[src/rtl/alu_exec.sv]
// Execute-stage ALU with valid/ready handshakes and an iterative one-bit-per-cycle shifter.
// Define ALU_FAST_SHIFT_EN to replace the iterative shifter with a single-cycle barrel shifter.
module alu_exec #(
    parameter int DATA_W = 32
) (
    input  logic              clock,
    input  logic              reset,
    input  logic [DATA_W-1:0] io_to_alu_a,
    input  logic [DATA_W-1:0] io_to_alu_b,
    input  logic [3:0]        io_alu_op,
    input  logic              io_in_valid,
    output logic              io_in_ready,
    output logic              io_out_valid,
    input  logic              io_out_ready,
    output logic [DATA_W-1:0] io_out_result,
    input  logic              io_flush,
    output logic              io_busy
);

    localparam int SHAMT_W = $clog2(DATA_W);

    localparam logic [3:0] OP_ADD   = 4'd0;
    localparam logic [3:0] OP_SUB   = 4'd1;
    localparam logic [3:0] OP_AND   = 4'd2;
    localparam logic [3:0] OP_OR    = 4'd3;
    localparam logic [3:0] OP_XOR   = 4'd4;
    localparam logic [3:0] OP_SLT   = 4'd5;
    localparam logic [3:0] OP_SLTU  = 4'd6;
    localparam logic [3:0] OP_SLL   = 4'd7;
    localparam logic [3:0] OP_SRL   = 4'd8;
    localparam logic [3:0] OP_SRA   = 4'd9;
    localparam logic [3:0] OP_PASSB = 4'd10;

    typedef enum logic [1:0] {IDLE, SHIFT, DONE} state_t;

    state_t               state, state_nxt;
    logic [DATA_W-1:0]    res, res_nxt;
    logic [SHAMT_W-1:0]   cnt, cnt_nxt;
    logic [3:0]           op_q, op_nxt;
    logic                 accept;

    // Single-cycle result. Without the barrel shifter, shift ops only land here with amount 0.
    function automatic logic [DATA_W-1:0] alu_calc(input logic [DATA_W-1:0] a,
                                                   input logic [DATA_W-1:0] b,
                                                   input logic [3:0]        op);
        logic signed [DATA_W-1:0] sa;
        logic signed [DATA_W-1:0] sb;
`ifdef ALU_FAST_SHIFT_EN
        logic [SHAMT_W-1:0] sh;
        sh = b[SHAMT_W-1:0];
`endif
        sa = a;
        sb = b;
        case (op)
            OP_ADD:   alu_calc = a + b;
            OP_SUB:   alu_calc = a - b;
            OP_AND:   alu_calc = a & b;
            OP_OR:    alu_calc = a | b;
            OP_XOR:   alu_calc = a ^ b;
            OP_SLT:   alu_calc = {{(DATA_W-1){1'b0}}, (sa < sb)};
            OP_SLTU:  alu_calc = {{(DATA_W-1){1'b0}}, (a < b)};
`ifdef ALU_FAST_SHIFT_EN
            OP_SLL:   alu_calc = a << sh;
            OP_SRL:   alu_calc = a >> sh;
            OP_SRA:   alu_calc = $unsigned(sa >>> sh);
`else
            OP_SLL:   alu_calc = a;
            OP_SRL:   alu_calc = a;
            OP_SRA:   alu_calc = a;
`endif
            OP_PASSB: alu_calc = b;
            default:  alu_calc = '0;
        endcase
    endfunction

    // One iteration of the serial shifter; SRA keeps copying the original sign bit.
    function automatic logic [DATA_W-1:0] shift_step(input logic [DATA_W-1:0] v,
                                                     input logic [3:0]        op);
        case (op)
            OP_SLL:  shift_step = {v[DATA_W-2:0], 1'b0};
            OP_SRL:  shift_step = {1'b0, v[DATA_W-1:1]};
            OP_SRA:  shift_step = {v[DATA_W-1], v[DATA_W-1:1]};
            default: shift_step = v;
        endcase
    endfunction

    always_ff @(posedge clock or negedge reset) begin
        if (!reset) begin
            state <= IDLE;
            res   <= '0;
            cnt   <= '0;
            op_q  <= '0;
        end else begin
            state <= state_nxt;
            res   <= res_nxt;
            cnt   <= cnt_nxt;
            op_q  <= op_nxt;
        end
    end

    always_comb begin
        state_nxt   = state;
        res_nxt     = res;
        cnt_nxt     = cnt;
        op_nxt      = op_q;
        io_in_ready = (state == IDLE) || ((state == DONE) && io_out_ready);
        accept      = io_in_valid && io_in_ready && !io_flush;

        case (state)
            SHIFT: begin
                res_nxt = shift_step(res, op_q);
                cnt_nxt = cnt - 1'b1;
                if (cnt == SHAMT_W'(1))
                    state_nxt = DONE;
            end
            DONE: begin
                if (io_out_ready)
                    state_nxt = IDLE;
            end
            default: ;
        endcase

        if (accept) begin
            op_nxt    = io_alu_op;
            state_nxt = DONE;
            res_nxt   = alu_calc(io_to_alu_a, io_to_alu_b, io_alu_op);
`ifndef ALU_FAST_SHIFT_EN
            if ((io_alu_op == OP_SLL || io_alu_op == OP_SRL || io_alu_op == OP_SRA) &&
                (io_to_alu_b[SHAMT_W-1:0] != '0)) begin
                state_nxt = SHIFT;
                res_nxt   = io_to_alu_a;
                cnt_nxt   = io_to_alu_b[SHAMT_W-1:0];
            end
`endif
        end

        // Kill wins over completion, handshake and new accepts alike.
        if (io_flush) begin
            state_nxt = IDLE;
            cnt_nxt   = '0;
        end
    end

    assign io_out_valid  = (state == DONE);
    assign io_out_result = res;
`ifdef ALU_FAST_SHIFT_EN
    assign io_busy = 1'b0;
`else
    assign io_busy = (state == SHIFT);
`endif

endmodule

[config.mk]
export PLATFORM = sky130hd
export DESIGN_NAME = alu_exec
export DESIGN_NICKNAME = d
export VERILOG_FILES = /design/src/rtl/alu_exec.sv
export SDC_FILE = /design/constraint.sdc
export NUM_CORES = 1
export LEC_CHECK = 0
export ABC_CLOCK_PERIOD_IN_PS = 2400
export CAP_MARGIN = 20
export CORE_MARGIN = 10
export CORE_UTILIZATION = 58
export CTS_CLUSTER_SIZE = 16
export DETAILED_ROUTE_END_ITERATION = 16
export GPL_TIMING_DRIVEN = 0
export PLACE_DENSITY = 0.89
export SYNTH_ARGS = -nofsm -noshare
export SYNTH_HDL_FRONTEND = slang
export SYNTH_SLANG_ARGS = --single-unit
[constraint.sdc]
create_clock -name clock -period 2.4 [get_ports clock]
set_input_delay 0.6 -clock clock [delete_from_list [all_inputs] [get_ports clock]]
set_output_delay 0.6 -clock clock [all_outputs]
set_load 0.02 [all_outputs]
==> results of run 1 <==
-- cell usage after synthesis (8+ instances only) --
cell	n	area [sq um]
clkbuf_1	52	195
a211oi_1	13	97.6
nand4_1	11	68.8
buf_2	17	85.1
a31oi_1	22	138
nand2b_1	8	50.1
a21o_1	16	120
o21bai_1	8	60.1
o211ai_1	31	233
nand2_1	142	533
o2111ai_1	8	70.1
a221oi_1	20	175
nor3_1	19	95.1
xnor2_1	20	175
a21oi_1	147	736
nor2b_1	15	93.8
ha_1	98	1230
a222oi_1	26	260
o31ai_1	14	105
o21ai_0	55	275
dfrtp_1	43	1080
nand3_1	13	65.1
inv_1	91	342
nor2_1	99	372
nor4_1	13	81.3
-- logic make-up after synthesis --
kind of cell	synth area share
AOI/OAI and AO/OA	0.370
and+or+nand+nor	0.207
buffers and inverters	0.0880
adders and majority gates	0.161
DFF	0.137
xor gates and xnor gates	0.0300
muxes	0.00779
-- timing repair --
action                     CTS
setup endpoints to repair   43
pin swaps                  150
buffers inserted            94
gates cloned                 1
gates resized for setup    571
-- metal layers --
metal	track usage	GRT overflow
met1	0.695	5
met3	0.695	12
met5	0.532	0
met2	0.828	11
met4	0.692	22
-- per-stage QoR --
stage	std cells	worst slack, ns	area, sq um
after CTS	1503	-0.569	11700
after detailed placement	1410	-1.89	9470
after global placement	1408	-1.89	9440
after floorplan	1129	-0.462	8190
==> metrics.md, run 1 <==
| Metric | Value |
|---|---|
| Seq/Total Area, Yosys | `0.137` |
| Sinks on Clock Net | `43` |
| FP Rows | `42` |
| Detailed-placement wirelength estimate | `26.6 mm` |
| Number of synthesized flops with an enable pin | `0` |
| Grt total ovfl | `50` |
| WEP type | `register input` |
| Yosys warnings | `0` |
| # IOs | `108` |
| Num CTS Buffers | `5` |
| Starting Density | `0.592` |
| Outcome | `did not finish` |
| Worst-case clock buffer depth | `2` |
| Mean Syn Cell Area | `6.97 sq um` |
| First Err | `[ERROR GRT-0232] Routing congestion too high. Check the congestion heatmap in the GUI.` |
| Hold buffer count at cts | `0` |
| Routability congestion estimate | `1.11` |
| Primary FF master, synth | `dfrtp_1` |
| Cell area after synthesis | `7870 sq um` |
| Die height | `between 100 and 150 microns` |
| CTS Root Cell | `clkbuf_16` |
| Critical endpoint after global-route timing repair | `io_out_result[31]$_DFFE_PN0P_/D` |
| Initial antenna violation count | `9` |
| Yosys reg bits | `43` |
| GR Util All Layers | `0.728` |
| Mapped Nets | `1302` |
| Post-Syn Instances | `1129` |
| Pin count of the biggest net entering global routing | `39` |
| H-tree depth | `2` |
| I/O Buffers | `103` |
| Async SR Flop Fraction | `1.00` |
| DIE WIDTH | `between 100 and 150 microns` |
| Last stage | `5_1_grt` |
| Netlist cell types | `between 80 and 90` |
==> inputs of run 2 (changes only) <==
--- a/config.mk
+++ b/config.mk
@@ -8,11 +8,10 @@
 export ABC_CLOCK_PERIOD_IN_PS = 2400
 export CAP_MARGIN = 20
 export CORE_MARGIN = 10
-export CORE_UTILIZATION = 58
-export CTS_CLUSTER_SIZE = 16
+export CORE_UTILIZATION = 40
 export DETAILED_ROUTE_END_ITERATION = 16
 export GPL_TIMING_DRIVEN = 0
-export PLACE_DENSITY = 0.89
+export PLACE_DENSITY_LB_ADDON = 0.15
 export SYNTH_ARGS = -nofsm -noshare
 export SYNTH_HDL_FRONTEND = slang
 export SYNTH_SLANG_ARGS = --single-unit
==> run 2 against run 1 <==
The flow now finishes, with violations (setup timing). Synthesized cell count did not move. Area after synthesis did not move.
==> metrics.md, run 2 <==
| Metric | Value |
|---|---|
| Drt via density | `6.33` |
| Fmax | `353 MHz` |
| Final Slew Violations | `0` |
| Total number of vias | `10200` |
| Comb power frac | `0.667` |
| Synth top area share | `0.156 (unchanged)` |
| Yosys warnings | `0 (unchanged)` |
| Worst Hold Class | `input pin to asynchronous set/reset pin` |
| Global-route wire length before repair | `57.7 mm` |
| Post-Route Skew | `~0.018 ns` |
| Mean Syn Cell Area | `6.97 sq um (unchanged)` |
| Number of synthesized flops with an enable pin | `0 (unchanged)` |
| Number of flip-flops in the largest register | `32` |
| Part of the power in the clock network | `0.115` |
| Core ar. | `~19000 sq um` |
| I/O Buffers | `103 (unchanged)` |
| # IOs | `108 (unchanged)` |
| Power per cell area | `539 nW/um^2` |
| Die height | `160 microns (+17%)` |
| Peak VDD IR | `0.408 mV` |
| Initial antenna violation count | `0` |
| Drt first-iter violations | `roughly 1300` |
| Peak fanout along the critical path | `4` |
| Multiplexer share of the synthesized area | `0.00779 (unchanged)` |
| Worst setup margin | `-0.433 ns` |
| Detailed-placement wirelength estimate | `27.2 mm (+2.6%)` |
| Worst-case clock buffer depth | `2 (unchanged)` |
| Pint | `3380 uW` |
| GR Util All Layers | `0.281` |
| CTS Root Cell | `clkbuf_16` |
| Crit. End Element | `register` |
| Top-count cell post-synth | `a21oi_1` |
| Final setup viols | `28` |
| Synth top area cells | `ha_1, dfrtp_1, a21oi_1` |
| FP Rows | `51 (+21%)` |
| Primary FF master, synth | `dfrtp_1` |
| Post-Synth Simple-Gate Area | `0.207 (unchanged)` |
| Failing checks | `setup timing` |
| Async SR Flop Fraction | `1.00 (unchanged)` |
| Post-synthesis adder-cell area fraction | `0.161 (unchanged)` |
| Routed WL per cell | `24.2 microns` |
| Outcome | `finished with violations` |
| Nets | `1520` |
| Drt first pass iters | `9` |
| # DRC | `0` |
| Num CTS Buffers | `5 (unchanged)` |
| Sinks on Clock Net | `43 (unchanged)` |
| Least-Margin Pin Slew | `0.696 ns` |
| Number of global-route vias before repair | `9768` |
| Leakage power total | `between 0.004 and 0.005 uW` |
| Detailed Route WL | `around 39 mm` |
| Largest family of logic cells by synthesized area | `compound AO/OA/AOI/OAI gates` |
| Yosys reg bits | `43 (unchanged)` |
| Diode count | `0` |
| Netlist cell types | `82 (unchanged)` |
| Routability congestion estimate | `1.00 (-9.5%)` |
| Synth Area in Compound Gates | `0.370 (unchanged)` |
| Kind of critical path | `input pin to register` |
| Mapped Nets | `1302 (unchanged)` |
| Final hold vios | `0` |
| Max Cap Viol | `0` |
| Layout cell share with drive strength beyond 1 | `0.373` |
| Commonest non-fill, non-tap cell in the layout | `nand2_1` |
| DIE WIDTH | `160 microns (+17%)` |
| Post-Syn Instances | `1129 (unchanged)` |
| Period utilization | `1.18` |
| Place WS | `-1.83 ns (+0.0515 ns)` |
| Most frequent cells after synthesis | `a21oi_1, nand2_1, nor2_1, ha_1, inv_1` |
| Area grow syn2layout | `56.6%` |
| Antenna-violating nets left | `0` |
| Switching part of the total power | `0.491` |
| Switching pwr | `3260 uW` |
| Cell area after synthesis | `7870 sq um (unchanged)` |
| Reg power frac | `0.218` |
| Full die area | `25700 sq um` |
| Hold buffer count at cts | `0 (unchanged)` |
| Min Tclk post-route | `2.83 ns` |
| RSZ-0062 raised after global routing | `yes` |
| Skew-Pair Late Insertion Delay | `0.32 ns` |
| Worst setup SP type | `input pin` |
| Pin count of the biggest net entering global routing | `29` |
| Seq/Total Area, Yosys | `0.137 (unchanged)` |
| Commonest non-fill, non-tap cells in the layout | `nand2_1, buf_4, a21oi_1` |
| Data arrival, critical path | `just over 3 ns` |
| Starting Density | `0.406 (-0.186)` |
| Tot Pwr | `6640 uW` |
| Worst endpoint required time | `between 2 and 3 ns` |
| Slew margin rel. | `0.536` |
| CTS tree | `done` |
| Grt total ovfl | `0` |
| H-tree depth | `2 (unchanged)` |
| Clock transition at the registers of the reported paths | `approximately 0.07 ns` |
| XOR/XNOR share of the synthesized area | `0.0300 (unchanged)` |
| Synth area leader | `ha_1` |
[run 2: cell counts after synthesis]
No cell type changed its count.
[run 2: through the flow]
step                      instance area (sq um)  cells  hold slack, ns  utilization  setup TNS [ns]
after global placement                     9550   1497           0.495        0.492          -92.89
after detailed placement                   9590   1500           0.506        0.494          -61.20
after floorplan                            8190   1129           0.304            -           -3.28
after global routing                      12300   1613           0.249        0.636           -8.77
after CTS                                 11600   1578           0.228        0.599           -4.94
final                                     12300   1613           0.218        0.636           -6.16
[run 2: worst paths after layout]
check | start | end | slack [ns] | cells after the start
setup / recovery | io_to_alu_b[1] | io_out_result[23] | -0.43 | 13
hold / removal | reset | io_out_result[6] | 0.22 | 1
setup reg to reg | op_q[1] | io_out_result[15] | 0.03 | 8
hold reg to reg | op_q[0] | op_q[0] | 0.53 | 2
max in group asynchronous | reset | io_out_result[18] | 1.67 | 2
min in group clock | op_q[0] | op_q[0] | 0.53 | 2
[run 2: layout make-up]
cell class | count | area (sq um)
buffer | 67 | 598
clock buffer | 5 | 125
clock inverter | 3 | 20.0
fill | 1712 | 7070
inverter | 92 | 428
multi-input combinational | 916 | 7750
sequential | 43 | 1080
tap | 265 | 332
timing repair buffer | 222 | 2000
[run 2: power groups by stage]
stage,Sequential (uW),Clock (uW),Combinational [uW]
after floorplan,1590,0,1890
after global placement,1430,0,3510
after detailed placement,1430,0,3540
after CTS,1420,751,4110
after global routing,1460,772,4730
final,1450,761,4430
[run 2: critical path, stage by stage]
cell and delay, ns:
buf_12 0.09, clkinvlp_4 0.11, ha_4 0.28, a211oi_4 0.27
o31ai_4 0.11, o211ai_1 0.40, a21oi_2 0.11, nor4b_2 0.23
buf_4 0.19, a221oi_4 0.07, o21a_1 0.22, o31ai_4 0.23
a31oi_1 0.11
[run 2: timing repair]
item | CTS | global route
endpoints found under the setup margin | 44 | 38
pin swaps | 123 | 108
buffers inserted | 80 | 35
gates resized for setup | 570 | 116
gates cloned | 0 | 1
[run 2: layer usage]
metal,track usage,up-vias,wire length (microns)
met4,0.134,0,2050
met5,0,-,0
li1,-,4567,-
met1,0.362,4917,16000
met3,0.0450,147,3450
met2,0.447,574,17400
[run 2: cells by family after synthesis]
| logic type | count (synthesis) |
|---|---|
| AOI/OAI and AO/OA | 427 |
| xor gates and xnor gates | 27 |
| adders and majority gates | 100 |
| buffers and inverters | 170 |
| DFF | 43 |
| muxes | 6 |
| and+or+nand+nor | 356 |
Note: power is estimated with default switching activity, not from simulation.
==> inputs of run 3 (changes only) <==
--- a/config.mk
+++ b/config.mk
@@ -7,11 +7,13 @@
 export LEC_CHECK = 0
 export ABC_CLOCK_PERIOD_IN_PS = 2400
 export CAP_MARGIN = 20
-export CORE_MARGIN = 10
+export CELL_PAD_IN_SITES_DETAIL_PLACEMENT = 0
+export CELL_PAD_IN_SITES_GLOBAL_PLACEMENT = 1
 export CORE_UTILIZATION = 40
 export DETAILED_ROUTE_END_ITERATION = 16
 export GPL_TIMING_DRIVEN = 0
 export PLACE_DENSITY_LB_ADDON = 0.15
+export SKIP_CTS_REPAIR_TIMING = 1
 export SYNTH_ARGS = -nofsm -noshare
 export SYNTH_HDL_FRONTEND = slang
 export SYNTH_SLANG_ARGS = --single-unit
==> run 3 against run 2 <==
The flow still finishes with violations (setup timing). Via count decreased by 1.4%. Wire length decreased by 2.3%. Setup slack got worse by 0.14 ns. Sequential share of layout area increased by 0.43 points. Global-route usage increased by 7.3 points. Clock skew decreased by 0.014 ns.
==> metrics.md, run 3 (same netlist as run 2, synthesis figures left out) <==
| Metric | Value |
|---|---|
| Post-Route Skew | `0.00434 ns (-0.0137 ns)` |
| Drt first-iter violations | `1104 (-12%)` |
| CTS Root Cell | `clkbuf_16` |
| Clock transition at the registers of the reported paths | `0.07 ns (about the same)` |
| Diode count | `0 (unchanged)` |
| Total number of vias | `10100 (-1.4%)` |
| Worst setup margin | `-0.568 ns (-0.135 ns)` |
| RSZ-0062 raised after global routing | `yes` |
| Least-Margin Pin Slew | `0.935 ns (+0.239 ns)` |
| Worst setup SP type | `input pin` |
| DIE WIDTH | `142 microns (-11%)` |
| # DRC | `0 (unchanged)` |
| Detailed-placement wirelength estimate | `27.2 mm (-0.22%)` |
| Core ar. | `19000 sq um (-2.0%)` |
| Outcome | `finished with violations` |
| I/O Buffers | `103 (unchanged)` |
| Detailed Route WL | `38.1 mm (-2.3%)` |
| Initial antenna violation count | `0 (unchanged)` |
| Cell chain of the critical path | `buf_12 > inv_12 > ha_4 > fa_2 > o21bai_4 > a2111oi_4 > nor3_4 > o21bai_4 > o21ai_4 > a22oi_2 > mux2_4 > a221oi_4 > a311oi_2` |
| Routability congestion estimate | `0.960 (-4.1%)` |
| Number of global-route vias before repair | `9045 (-7.4%)` |
| Power per cell area | `555 nW/um^2 (+3.0%)` |
| Failing checks | `setup timing` |
| Crit. End Element | `register` |
| Final Slew Violations | `0 (unchanged)` |
| CTS tree | `done` |
| FP Rows | `50 (-2.0%)` |
| Slowest cell delay on critical path | `0.42 ns (+0.02 ns)` |
| Drt via density | `6.40 (+1.1%)` |
| Area grow syn2layout | `49.2%` |
| Antenna-violating nets left | `0 (unchanged)` |
| Commonest non-fill, non-tap cells in the layout | `nand2_1, a21oi_1, nor2_1` |
| Drt first pass iters | `6 (-3)` |
| Number of flip-flops in the largest register | `32 (unchanged)` |
| Peak fanout along the critical path | `4 (unchanged)` |
| Data arrival, critical path | `3.14 ns (+0.11 ns)` |
| Global-route wire length before repair | `54.0 mm (-6.5%)` |
| Commonest non-fill, non-tap cell in the layout | `nand2_1` |
| Layout cell share with drive strength beyond 1 | `0.324 (-0.0495)` |
| R2r worst-path depth | `8 (unchanged)` |
| Worst endpoint required time | `2.57 ns (-0.02 ns)` |
| Full die area | `20200 sq um (-21%)` |
| Sinks on Clock Net | `43 (unchanged)` |
| H-tree depth | `2 (unchanged)` |
| Min Tclk post-route | `2.97 ns (+0.135 ns)` |
| Skew-Pair Late Insertion Delay | `0.30 ns (-0.02 ns)` |
| Max Cap Viol | `0 (unchanged)` |
| GR Util All Layers | `0.353 (+0.0727)` |
| Fmax | `337 MHz (-4.5%)` |
| Most Frequent Cell on Critical Path | `o21bai_4` |
| # IOs | `108 (unchanged)` |
| Final setup viols | `26 (-7.1%)` |
| Final hold vios | `0 (unchanged)` |
| Starting Density | `0.414 (+0.00812)` |
| Grt total ovfl | `0 (unchanged)` |
| Nets | `1485 (-2.3%)` |
| Worst Hold Class | `input pin to asynchronous set/reset pin` |
| Pin count of the biggest net entering global routing | `26 (-10%)` |
| Period utilization | `1.24 (+0.0562)` |
| Layout Utilization | `0.618 (-0.0178)` |
| Leakage power total | `0.00489 uW (-1.8%)` |
| Slew margin rel. | `0.376 (-0.160)` |
| Hold WS | `0.268 ns (+0.0504 ns)` |
| Worst-case clock buffer depth | `2 (unchanged)` |
| Die height | `142 microns (-11%)` |
| Routed WL per cell | `24.2 microns (+0.16%)` |
| Num CTS Buffers | `5 (unchanged)` |
| Cells after DPL | `1496 (-0.27%)` |
| Slowest cell on crit path | `fa_2` |
| Final cell count without fillers | `1573 (-2.5%)` |
| Peak VDD IR | `0.486 mV (+19%)` |
| Kind of critical path | `input pin to register` |
## run 3: path summary, 6_finish.rpt
| path | startpoint | to | slack [ns] |
|---|---|---|---|
| worst max-delay path | io_to_alu_a[0] | io_out_result[30] | -0.57 |
| worst min-delay path | reset | cnt[1] | 0.27 |
| worst max register to register | op_q[1] | io_out_result[14] | -0.03 |
| worst min register to register | op_q[2] | op_q[2] | 0.52 |
| max in group asynchronous | reset | io_out_result[15] | 1.59 |
| min in group clock | op_q[2] | op_q[2] | 0.52 |
## run 3: layer usage
layer	vias up	global-route usage	part of all wire	wire, microns
met5	-	0	0	0
met3	148	0.0518	0.092	3490
met1	4823	0.473	0.41	15400
li1	4492	-	-	-
met2	601	0.564	0.45	17000
met4	0	0.149	0.055	2110
## run 3: per-stage QoR
stage               TNS [ns]  cell area [sq um]  worst slack [ns]  total power [uW]
floorplan              -3.28               8190            -0.462              3480
global placement      -90.60               9540             -1.75              4920
detailed placement    -57.78               9590             -1.77              4940
CTS                   -45.84               9760             -1.45              5770
global route          -10.61              11700            -0.599              6850
finish                 -8.58              11700            -0.568              6520
## run 3: cell type report
class	count	area, sq um
multi-input combinational	916	7550
fill	1798	7270
timing repair buffer	183	1660
sequential	43	1080
buffer	71	557
inverter	92	409
tap	260	325
clock buffer	5	125
clock inverter	3	43.8
## run 3: critical path: cells and delay by family
family,cells,cell delay (ns)
AOI/OAI and AO/OA,7,1.13
muxes,1,0.33
buffers and inverters,2,0.14
adders and majority gates,2,0.58
and+or+nand+nor,1,0.35
## run 3: where the power goes
group          internal (uW)  total [uW]  switching, uW
logic                   1880        4260           2390
clock network            493         839            346
registers               1010        1420            411
total                   3380        6520           3140
